===== config.mk =====
export PLATFORM = sky130hd
export DESIGN_NAME = spi_sd_responder
export DESIGN_NICKNAME = d
export VERILOG_FILES = /design/src/rtl/spi_sd_responder_pkg.sv /design/src/rtl/spi_sd_responder_crc7.sv /design/src/rtl/spi_sd_responder.sv
export SDC_FILE = /design/constraint.sdc
export NUM_CORES = 1
export LEC_CHECK = 0
export BUFFER_PORTS_ARGS = -buffer_cell sky130_fd_sc_hd__buf_2
export CAP_MARGIN = 0
export CORE_UTILIZATION = 40
export CTS_CLUSTER_DIAMETER = 100
export DETAILED_ROUTE_END_ITERATION = 8
export PLACE_DENSITY = 0.58
export SYNTH_ARGS = -nofsm -noshare
export SYNTH_HDL_FRONTEND = slang
export SYNTH_HIERARCHICAL = 1
export SYNTH_SLANG_ARGS = --single-unit

===== constraint.sdc =====
create_clock -name spi_clk_i -period 5.9 [get_ports spi_clk_i]
set_clock_uncertainty 0.05 [all_clocks]
set_input_delay 1.18 -clock spi_clk_i [delete_from_list [all_inputs] [get_ports spi_clk_i]]
set_output_delay 1.18 -clock spi_clk_i [all_outputs]
set_load 0.03 [all_outputs]

===== src/rtl/spi_sd_responder_pkg.sv =====
// Shared types and constants for the SPI-mode SD card command responder:
// FSM states, command indices, R1 bit positions and frame/response sizes.
package spi_sd_responder_pkg;

    typedef enum logic [1:0] {
        ST_IDLE = 2'd0,
        ST_CMD  = 2'd1,
        ST_NCR  = 2'd2,
        ST_RESP = 2'd3
    } state_t;

    localparam logic [5:0] CMD_GO_IDLE_STATE   = 6'd0;
    localparam logic [5:0] CMD_SEND_IF_COND    = 6'd8;
    localparam logic [5:0] CMD_SET_BLOCKLEN    = 6'd16;
    localparam logic [5:0] CMD_SD_SEND_OP_COND = 6'd41;
    localparam logic [5:0] CMD_APP_CMD         = 6'd55;
    localparam logic [5:0] CMD_READ_OCR        = 6'd58;

    localparam int unsigned R1_IDLE      = 0;
    localparam int unsigned R1_ILLEGAL   = 2;
    localparam int unsigned R1_CRC_ERR   = 3;
    localparam int unsigned R1_PARAM_ERR = 6;

    localparam int unsigned FRAME_BITS      = 48;
    localparam int unsigned CRC_COVER_BITS  = 40;
    localparam int unsigned NCR_BITS        = 8;
    localparam int unsigned RESP_BYTES_R1   = 1;
    localparam int unsigned RESP_BYTES_R3R7 = 5;

endpackage


===== src/rtl/spi_sd_responder_crc7.sv =====
// Serial CRC7 (x^7 + x^3 + 1) accumulator, MSB-first data, synchronous clear.
// Instantiated by spi_sd_responder only when SPI_RESP_CRC_EN is defined.
module spi_crc7 (
    input  logic       clk,
    input  logic       rst,
    input  logic       i_clr,
    input  logic       i_en,
    input  logic       i_bit,
    output logic [6:0] o_crc
);

    logic [6:0] r_crc;
    logic [6:0] w_base;
    logic [6:0] w_next;
    logic       w_fb;

    // Clear and shift may coincide: the first bit of a frame starts from zero.
    always_comb begin
        w_base = i_clr ? 7'd0 : r_crc;
        w_fb   = w_base[6] ^ i_bit;
        w_next = w_base;
        if (i_en) begin
            w_next = {w_base[5:3], w_base[2] ^ w_fb, w_base[1:0], w_fb};
        end
    end

    always_ff @(posedge clk or posedge rst) begin
        if (rst) begin
            r_crc <= 7'd0;
        end else begin
            r_crc <= w_next;
        end
    end

    assign o_crc = r_crc;

endmodule


===== src/rtl/spi_sd_responder.sv =====
// SPI-mode SD card command responder: receives 48-bit command frames and
// answers with R1/R3/R7. Define SPI_RESP_CRC_EN to enable CRC7 checking.
module spi_sd_responder
    import spi_sd_responder_pkg::*;
#(
    parameter logic [31:0] OCR_VALUE  = 32'hC0FF8000,
    parameter int unsigned INIT_POLLS = 3
) (
    input  logic        spi_clk_i,
    input  logic        spi_rst_i,
    input  logic        SCK_SPI,
    input  logic        SS,
    input  logic        MOSI,
    output logic        MISO,
    output logic [5:0]  spi_cmd_o,
    output logic [31:0] spi_arg_o,
    output logic        spi_cmdvalid_o,
    output logic        spi_ready_o
);

    localparam int unsigned PW        = (INIT_POLLS > 0) ? $clog2(INIT_POLLS + 1) : 1;
    localparam logic [5:0]  LAST_BIT  = 6'(FRAME_BITS - 1);
    localparam logic [5:0]  TX_LEN_R1 = 6'(NCR_BITS + 8 * RESP_BYTES_R1);
    localparam logic [5:0]  TX_LEN_R7 = 6'(NCR_BITS + 8 * RESP_BYTES_R3R7);

    logic [1:0]  r_sck_sync;
    logic [1:0]  r_ss_sync;
    logic [1:0]  r_mosi_sync;
    logic        r_sck_prev;
    logic        w_sck_rise;
    logic        w_sck_fall;
    logic        w_ss_hi;
    logic        w_mosi;

    state_t      r_state;
    state_t      w_state_next;
    logic        w_rx_shift;
    logic        w_frame_done;
    logic        w_tx_shift;
    logic        w_tx_done;

    logic [46:0] r_rx;
    logic [5:0]  r_bit_cnt;
    logic [47:0] r_tx;
    logic [5:0]  r_tx_cnt;
    logic [5:0]  r_tx_len;
    logic        r_miso;

    logic          r_ready;
    logic          r_app;
    logic [PW-1:0] r_polls;
    logic [5:0]    r_cmd;
    logic [31:0]   r_arg;
    logic          r_cmdvalid;

    logic          w_valid;
    logic          w_crc_ok;
    logic [5:0]    w_idx;
    logic [31:0]   w_arg;
    logic          w_exec;
    logic [7:0]    w_r1;
    logic          w_long;
    logic [31:0]   w_data;
    logic          w_ready_nx;
    logic          w_app_nx;
    logic [PW-1:0] w_polls_nx;

    // Input synchronizers, reset to the bus idle levels
    always_ff @(posedge spi_clk_i or posedge spi_rst_i) begin
        if (spi_rst_i) begin
            r_sck_sync  <= 2'b00;
            r_ss_sync   <= 2'b11;
            r_mosi_sync <= 2'b11;
            r_sck_prev  <= 1'b0;
        end else begin
            r_sck_sync  <= {r_sck_sync[0], SCK_SPI};
            r_ss_sync   <= {r_ss_sync[0], SS};
            r_mosi_sync <= {r_mosi_sync[0], MOSI};
            r_sck_prev  <= r_sck_sync[1];
        end
    end

    assign w_sck_rise = r_sck_sync[1] & ~r_sck_prev;
    assign w_sck_fall = ~r_sck_sync[1] & r_sck_prev;
    assign w_ss_hi    = r_ss_sync[1];
    assign w_mosi     = r_mosi_sync[1];

    always_ff @(posedge spi_clk_i or posedge spi_rst_i) begin
        if (spi_rst_i) begin
            r_state <= ST_IDLE;
        end else begin
            r_state <= w_state_next;
        end
    end

    always_comb begin
        w_state_next = r_state;
        if (w_ss_hi) begin
            w_state_next = ST_IDLE;
        end else begin
            case (r_state)
                ST_IDLE: if (w_sck_rise && !w_mosi)                  w_state_next = ST_CMD;
                ST_CMD:  if (w_sck_rise && r_bit_cnt == LAST_BIT)    w_state_next = ST_NCR;
                ST_NCR:  if (w_sck_fall && r_tx_cnt == 6'(NCR_BITS)) w_state_next = ST_RESP;
                ST_RESP: if (w_sck_fall && r_tx_cnt == r_tx_len)     w_state_next = ST_IDLE;
                default: w_state_next = ST_IDLE;
            endcase
        end
    end

    // Datapath strobes; MOSI is only looked at in IDLE and CMD
    always_comb begin
        w_rx_shift   = 1'b0;
        w_frame_done = 1'b0;
        w_tx_shift   = 1'b0;
        w_tx_done    = 1'b0;
        if (!w_ss_hi) begin
            case (r_state)
                ST_IDLE: w_rx_shift = w_sck_rise && !w_mosi;
                ST_CMD: begin
                    w_rx_shift   = w_sck_rise;
                    w_frame_done = w_sck_rise && (r_bit_cnt == LAST_BIT);
                end
                ST_NCR:  w_tx_shift = w_sck_fall;
                ST_RESP: begin
                    w_tx_done  = w_sck_fall && (r_tx_cnt == r_tx_len);
                    w_tx_shift = w_sck_fall && (r_tx_cnt != r_tx_len);
                end
                default: ;
            endcase
        end
    end

    always_ff @(posedge spi_clk_i or posedge spi_rst_i) begin
        if (spi_rst_i) begin
            r_rx      <= '0;
            r_bit_cnt <= 6'd0;
        end else if (w_ss_hi) begin
            r_bit_cnt <= 6'd0;
        end else if (w_rx_shift) begin
            r_rx      <= {r_rx[45:0], w_mosi};
            r_bit_cnt <= w_frame_done ? 6'd0 : r_bit_cnt + 6'd1;
        end
    end

    // Frame fields; bit 0 of the frame is the MOSI bit sampled this cycle
    assign w_valid = (r_rx[46:45] == 2'b01) && w_mosi;
    assign w_idx   = r_rx[44:39];
    assign w_arg   = r_rx[38:7];

`ifdef SPI_RESP_CRC_EN
    logic [6:0] w_crc;
    logic       w_crc_en;

    assign w_crc_en = w_rx_shift && (r_bit_cnt < 6'(CRC_COVER_BITS));

    spi_crc7 u_crc7 (
        .clk   (spi_clk_i),
        .rst   (spi_rst_i),
        .i_clr (r_state == ST_IDLE),
        .i_en  (w_crc_en),
        .i_bit (w_mosi),
        .o_crc (w_crc)
    );

    assign w_crc_ok = (w_crc == r_rx[6:0]);
`else
    assign w_crc_ok = 1'b1;
`endif

    // Command decode; evaluated only when w_frame_done is high
    always_comb begin
        w_ready_nx = r_ready;
        w_app_nx   = r_app;
        w_polls_nx = r_polls;
        w_exec     = 1'b0;
        w_r1       = 8'h00;
        w_long     = 1'b0;
        w_data     = 32'h0;
        if (!w_valid) begin
            w_app_nx             = 1'b0;
            w_r1[R1_PARAM_ERR]   = 1'b1;
            w_r1[R1_IDLE]        = ~r_ready;
        end else if (!w_crc_ok) begin
            w_r1[R1_CRC_ERR]     = 1'b1;
            w_r1[R1_IDLE]        = ~r_ready;
        end else begin
            w_exec   = 1'b1;
            w_app_nx = 1'b0;
            case (w_idx)
                CMD_GO_IDLE_STATE: begin
                    w_ready_nx = 1'b0;
                    w_polls_nx = '0;
                end
                CMD_SEND_IF_COND: begin
                    w_long = 1'b1;
                    w_data = {20'h0, w_arg[11:0]};
                end
                CMD_APP_CMD: w_app_nx = 1'b1;
                CMD_SD_SEND_OP_COND: begin
                    if (!r_app) begin
                        w_r1[R1_ILLEGAL] = 1'b1;
                    end else if (r_polls < PW'(INIT_POLLS)) begin
                        w_polls_nx = r_polls + PW'(1);
                    end else begin
                        w_ready_nx = 1'b1;
                    end
                end
                CMD_READ_OCR: begin
                    w_long = 1'b1;
                    w_data = OCR_VALUE;
                end
                CMD_SET_BLOCKLEN: ;
                default: w_r1[R1_ILLEGAL] = 1'b1;
            endcase
            w_r1[R1_IDLE] = ~w_ready_nx;
        end
    end

    // Response shifter: NCR 0xFF byte, R1, optional 32-bit payload
    always_ff @(posedge spi_clk_i or posedge spi_rst_i) begin
        if (spi_rst_i) begin
            r_tx     <= '1;
            r_tx_cnt <= 6'd0;
            r_tx_len <= 6'd0;
            r_miso   <= 1'b1;
        end else if (w_ss_hi) begin
            r_tx_cnt <= 6'd0;
            r_miso   <= 1'b1;
        end else if (w_frame_done) begin
            r_tx     <= {8'hFF, w_r1, (w_long ? w_data : 32'hFFFF_FFFF)};
            r_tx_cnt <= 6'd0;
            r_tx_len <= w_long ? TX_LEN_R7 : TX_LEN_R1;
        end else if (w_tx_shift) begin
            r_miso   <= r_tx[47];
            r_tx     <= {r_tx[46:0], 1'b1};
            r_tx_cnt <= r_tx_cnt + 6'd1;
        end else if (w_tx_done) begin
            r_miso   <= 1'b1;
        end
    end

    // Card state and command report
    always_ff @(posedge spi_clk_i or posedge spi_rst_i) begin
        if (spi_rst_i) begin
            r_ready    <= 1'b0;
            r_app      <= 1'b0;
            r_polls    <= '0;
            r_cmd      <= 6'd0;
            r_arg      <= 32'h0;
            r_cmdvalid <= 1'b0;
        end else begin
            r_cmdvalid <= w_frame_done && w_exec;
            if (w_frame_done) begin
                r_ready <= w_ready_nx;
                r_app   <= w_app_nx;
                r_polls <= w_polls_nx;
                if (w_exec) begin
                    r_cmd <= w_idx;
                    r_arg <= w_arg;
                end
            end
        end
    end

    assign MISO           = r_miso;
    assign spi_cmd_o      = r_cmd;
    assign spi_arg_o      = r_arg;
    assign spi_cmdvalid_o = r_cmdvalid;
    assign spi_ready_o    = r_ready;

endmodule


## Word level (Yosys, flattened, before mapping)

Cells that the tools add are included.

| word-level totals | value |
|---|---|
| bits in read-only memories | 0 |
| memory bits (writable) | 0 |
| bits in latches | 0 |
| memories kept | 0 |
| logic and storage cells | 120 |
| register bits after elaboration | 166 |
| bits of input ports | 5 |
| output and inout port bits | 41 |

| operators by class | value |
|---|---|
| $add $sub $neg | 3 |
| reductions and logical operators | 25 |
| muxes and demuxes | 47 |
| equality and inequality tests | 20 |
| shifts and indexed selects | 0 |
| bitwise operators | 7 |
| order comparisons | 1 |
| $mul | 0 |
| div/mod/pow operators | 0 |

Operators with widths:

| cell | count |
|---|---|
| $mux W48 | 2 |
| $mux W32 | 2 |
| $pmux W32 S2 | 1 |
| $mux W6 | 7 |
| $eq A6 B6 Y1 const B | 4 |
| $mux W1 | 22 |
| $mux W2 | 7 |
| $add A6 B1 Y6 const B | 2 |
| $eq A6 B4 Y1 const B | 2 |
| $ne A3 B3 Y1 const B | 4 |
| $reduce_and A2 Y1 | 6 |
| $pmux W1 S2 | 4 |
| $pmux W2 S4 | 1 |
| $logic_and A1 B1 Y1 | 7 |
| $eq A6 B5 Y1 const B | 1 |
| $eq A6 B6 Y1 | 1 |
| $logic_not A6 Y1 | 1 |
| $ne A2 B2 Y1 const B | 3 |
| $ne A6 B6 Y1 | 1 |
| $reduce_bool A2 Y1 | 3 |
| $reduce_bool A3 Y1 | 2 |
| $not A1 Y1 | 5 |
| $reduce_and A5 Y1 | 1 |
| $reduce_or A5 Y1 | 1 |
| 10 further kinds | 13 |

## Longest topological paths before layout

| logic depth | value |
|---|---|
| depth in word-level cells | 9 |
| gate-level depth with buffers | 9 |
| mapped depth without buffers | 7 |

## Least setup slack after synthesis

No wires, ideal clock.

| timing | value |
|---|---|
| kind | reg2reg |
| start point | reg r_tx_cnt[0] |
| end point | reg r_tx[35] |
| buffers on the path | 1 |
| required time | 5.789 ns |
| data arrival time | 2.030 ns |
| path slack | 3.760 ns |
| setup time | 0.061 ns |
| cell stages (with the launch flop) | 9 |
| cell sequence | dfrtp_1 -> inv_1 -> ha_1 -> or3b_1 -> o31ai_4 -> a211oi_4 -> nor2_2 -> buf_2 -> a22o_1 |

| between the ends | value |
|---|---|
| word-level cells in the longest chain between the ends | 6 |

Ends and longest elaborated chain:

| element | RTL line | source |
|---|---|---|
| start, declared | spi_sd_responder.sv:45 | `logic [5:0] r_tx_cnt;` |
| start signal, assigned | spi_sd_responder.sv:237 | `r_tx_cnt <= r_tx_cnt + 6'd1;` |
| $ne A6 B6 Y1 | spi_sd_responder.sv:127 | `w_tx_shift = w_sck_fall && (r_tx_cnt != r_tx_len);` |
| $logic_and A1 B1 Y1 | spi_sd_responder.sv:127 |  |
| $pmux W1 S2 | spi_sd_responder.sv:118 | `case (r_state)` |
| $mux W1 | spi_sd_responder.sv:117 | `if (!w_ss_hi) begin` |
| $reduce_bool A2 Y1 (no line) | n/a |  |
| $reduce_and A2 Y1 (no line) | n/a |  |
| end signal, assigned | spi_sd_responder.sv:231 | `r_tx <= {8'hFF, w_r1, (w_long ? w_data : 32'hFFFF_FFFF)};` |
| end signal, assigned | spi_sd_responder.sv:236 | `r_tx <= {r_tx[46:0], 1'b1};` |
| end, declared | spi_sd_responder.sv:44 | `logic [47:0] r_tx;` |

No other way between the ends.
A chain may end at the register's enable or synchronous reset.

## Final worst setup path

| timing | value |
|---|---|
| start point | reg r_tx_cnt[0] |
| end point | reg r_tx[0] |

The elaborated chain is that of the path after synthesis.

==> results.md <==
* Status: complete, no violations
* Clock slew at reported path FFs at 0.06 ns
* Slew Viols, Final at 0
* Setup violators final at 0
* Vias post-DR at between 4000 and 5000
* Cts bufs inserted at 17
* Pin count of the biggest net entering global routing at 110
* Rows at 47
* DRC at 0
* Min-Delay Path Class: reg -> reg
* Die Ht at 133 µm
* Initial antenna violation count at 0
* Combinational fraction of design power at 7.2%
* Final Worst Setup Slack at 2.74 ns
* Final worst path period need at 3.16 ns
* CTS tree: yes
* Post-synth EDFFs at 0
* Post-CTS Hold Fix Bufs at 0
* Arrival @ worst endpoint at 3.42 ns
* Overflow after GRT at 0
* Final Hold Viols at 0
* Io pins at 46
* Post-synth top area share at 39.5%
* P per Cell Area at roughly 310 nW/µm²
* Area leader, netlist: dfrtp_1
* Synth Register Bits at 162
* Mapped Area at 6900 µm²
* H-tree depth at 4
* Die Wd at 133 µm
* Setup crit start kind: flop
* DR vias/cell at slightly above 5
* Final Util at 47.0%
* Seq pwr share at approximately half
* FFs w/ async S/R, synth at 100%
* Placed instance area at around 7300 µm²
* Slew @ Worst Pin at approximately 1.1 ns
* Worst slack, placed at approximately 2.8 ns
* Clk pwr share at 42.5%
* Post-CTS setup buffers at 0
* Final period util at a little over half
* RSZ-0062 raised after global routing: false
* Port Buffers at between 40 and 50
* GRT Util Overall at 15.9%
* Worst-path fanout max at 32
* Leak pwr at 3.81 nW
* Setup CP Type: reg -> reg
* Area Overhead vs Synth at 13.9%
* PostCTS Resize Cnt at 0
* Cell Int Power at 1.88 mW
* CTS sink cnt at 162
* CP Data Required Time at ~6 ns
* Net Count, Synth at 641
* Root buffer cell: clkbuf_16
* Mean Syn Cell Area at 11.0 µm²
* Detail Route Antenna Nets at 0
* WL/cell at 14.5 µm
* TNS Setup at 0 ns
* Initial Utilization at between 40% and 50%
* Layout cells sized above 1 at between 20% and 30%
* Final Wtd Congestion at 0.741
* Drt pass-1 iters at 4
* Maximum clock path buffer count at 2
* VDD IR max at around 0.21 mV
* Register area share after synthesis at 59.7%
* Ys Warns at 6
* Pwr Total at 2.46 mW
* Max Clk Rate at 316 MHz
* Detailed Route Iter0 Violations at 268
* Core ar. at 16700 µm²
* R2R Setup Slk at 2.74 ns
* Yosys cell types at 54
* Post-Route WL at 13000 µm
* First-pass GRT wire length at roughly 23000 µm
* Vias in the first global route at between 4000 and 5000
* Post-layout nets at 674
* CP endpoint kind: flop
* Ant. Diodes at 0
* Post-synthesis instance total at 628
* MaxCap Viol Count at 0
* Top post-synthesis cells by area: dfrtp_1 40%, dfstp_2 20%, nand2_1 9.5%, mux2_2 7.8%, a21oi_1 1.9%
* Die ar. at 17800 µm²
* Post-DP HPWL at 8010 µm
* Sw power at slightly below 600 µW
* Net Sw Frac at roughly a quarter
* Design Area, Final at approximately 7900 µm²
* Worst skew pair latency at 0.42 ns
* Relative slew slack at about a quarter
* Main synth FF type: dfrtp_1
-- cell usage in the layout, fill, tap and decap left out, types with 2 or more instances in the layout --
cell          n
a211oi_1      4
a21o_1       10
a21oi_1      26
a22o_1        8
a22oi_1       4
a2bb2oi_1    13
a32o_1        2
and3_1        2
buf_2        45
buf_4         6
clkbuf_16    17
clkinv_2      3
clkinv_4      2
clkinvlp_4    3
dfrtp_1     109
dfstp_2      53
ha_1          8
inv_1        11
inv_6         6
mux2_2       48
mux2i_1       2
nand2_1     175
nand2b_1      4
nand3_1      14
nand3b_1      2
nor2_1       16
nor2b_1       2
nor3_1        5
nor4_1        3
o21ai_0      19
o2bb2ai_1     9
o31ai_1       2
or3_1         3
or4_1         5
xnor2_1       4
xor2_1        4
-- final timing paths --
path                                    start       endpoint  depth (start not counted)
worst max-delay path              r_tx_cnt[0]        r_tx[0]                          7
worst min-delay path            r_sck_sync[0]  r_sck_sync[1]                          0
worst max register to register    r_tx_cnt[0]        r_tx[0]                          7
worst min register to register  r_sck_sync[0]  r_sck_sync[1]                          0
max in group asynchronous           spi_rst_i     r_state[1]                          3
min in group asynchronous           spi_rst_i  spi_arg_o[18]                          2
-- metrics by stage --
stage               cells  hold WS, ns
floorplan             628        0.281
global placement      862        0.284
detailed placement    862        0.294
CTS                   894        0.308
global route          894        0.310
finish                894        0.303
-- routing by layer --
layer | global-route usage [%] | part of all wire (%)
met1 | 20.5 | 47
met2 | 26.0 | 49
met3 | 4.19 | 3.3
met4 | 5.74 | 0.55
met5 | 0 | 0
-- layout make-up --
type | count | area [µm²]
multi-input combinational | 416 | 2570
sequential | 162 | 4120
tap | 220 | 275
clock inverter | 14 | 129
timing repair buffer | 51 | 270
fill | 1537 | 8840
clock buffer | 18 | 439
inverter | 13 | 53.8
-- kinds of logic after synthesis --
family / Yosys count / share of synthesized area (%)
XOR/XNOR: 8 / 1.02
AO/OA/AOI/OAI: 107 / 11.2
buffers and inverters: 50 / 3.08
multiplexers: 50 / 8.12
AND/OR/NAND/NOR: 243 / 15.4
flip-flops: 162 / 59.7
adder cells (fa/ha/maj): 8 / 1.45
-- power by group through the flow --
stage | logic [mW] | registers (mW) | clock network, mW
6_report | 0.178 | 1.24 | 1.05
5_1_grt | 0.200 | 1.24 | 1.13
4_1_cts | 0.182 | 1.24 | 1.08
3_5_place_dp | 0.181 | 1.25 | 0
3_3_place_gp | 0.173 | 1.25 | 0
2_1_floorplan | 0.149 | 1.24 | 0
-- cell usage after synthesis (2+ instances only) --
cell / instances
xnor2_1: 4
a22oi_1: 4
dfrtp_1: 109
a32o_1: 2
a22o_1: 8
ha_1: 8
or4_1: 5
a21oi_1: 26
a211oi_1: 4
buf_4: 2
inv_1: 12
o31ai_1: 2
nor3_1: 5
mux2_2: 48
o21ai_0: 19
clkbuf_1: 21
nor4_1: 3
xor2_1: 4
or3_1: 3
nand3b_1: 2
nand3_1: 14
a2bb2oi_1: 13
nand2_1: 175
mux2i_1: 2
o2bb2ai_1: 9
buf_2: 14
nor2b_1: 2
a21o_1: 10
nand2b_1: 5
dfstp_2: 53
and3_1: 2
nor2_1: 16
-- critical path, cell delays in order, from the launching register on --
cell and delay [ns]:
dfrtp_1 0.39, inv_1 0.10, ha_1 0.16, or3b_1 0.41
o31ai_4 0.34, a211o_1 0.83, nand2_1 0.51, a2bb2oi_1 0.25
-- flip-flops by register name, indices dropped and copies added (netlist names), 2 cells and up --
| name | flops |
|---|---|
| r_tx | 48 |
| r_rx | 47 |
| spi_arg_o | 32 |
| r_bit_cnt | 6 |
| r_tx_cnt | 6 |
| spi_cmd_o | 6 |
| r_mosi_sync | 2 |
| r_polls | 2 |
| r_sck_sync | 2 |
| r_ss_sync | 2 |
| r_state | 2 |
| r_tx_len | 2 |
Power figures use the tool's default switching activity.
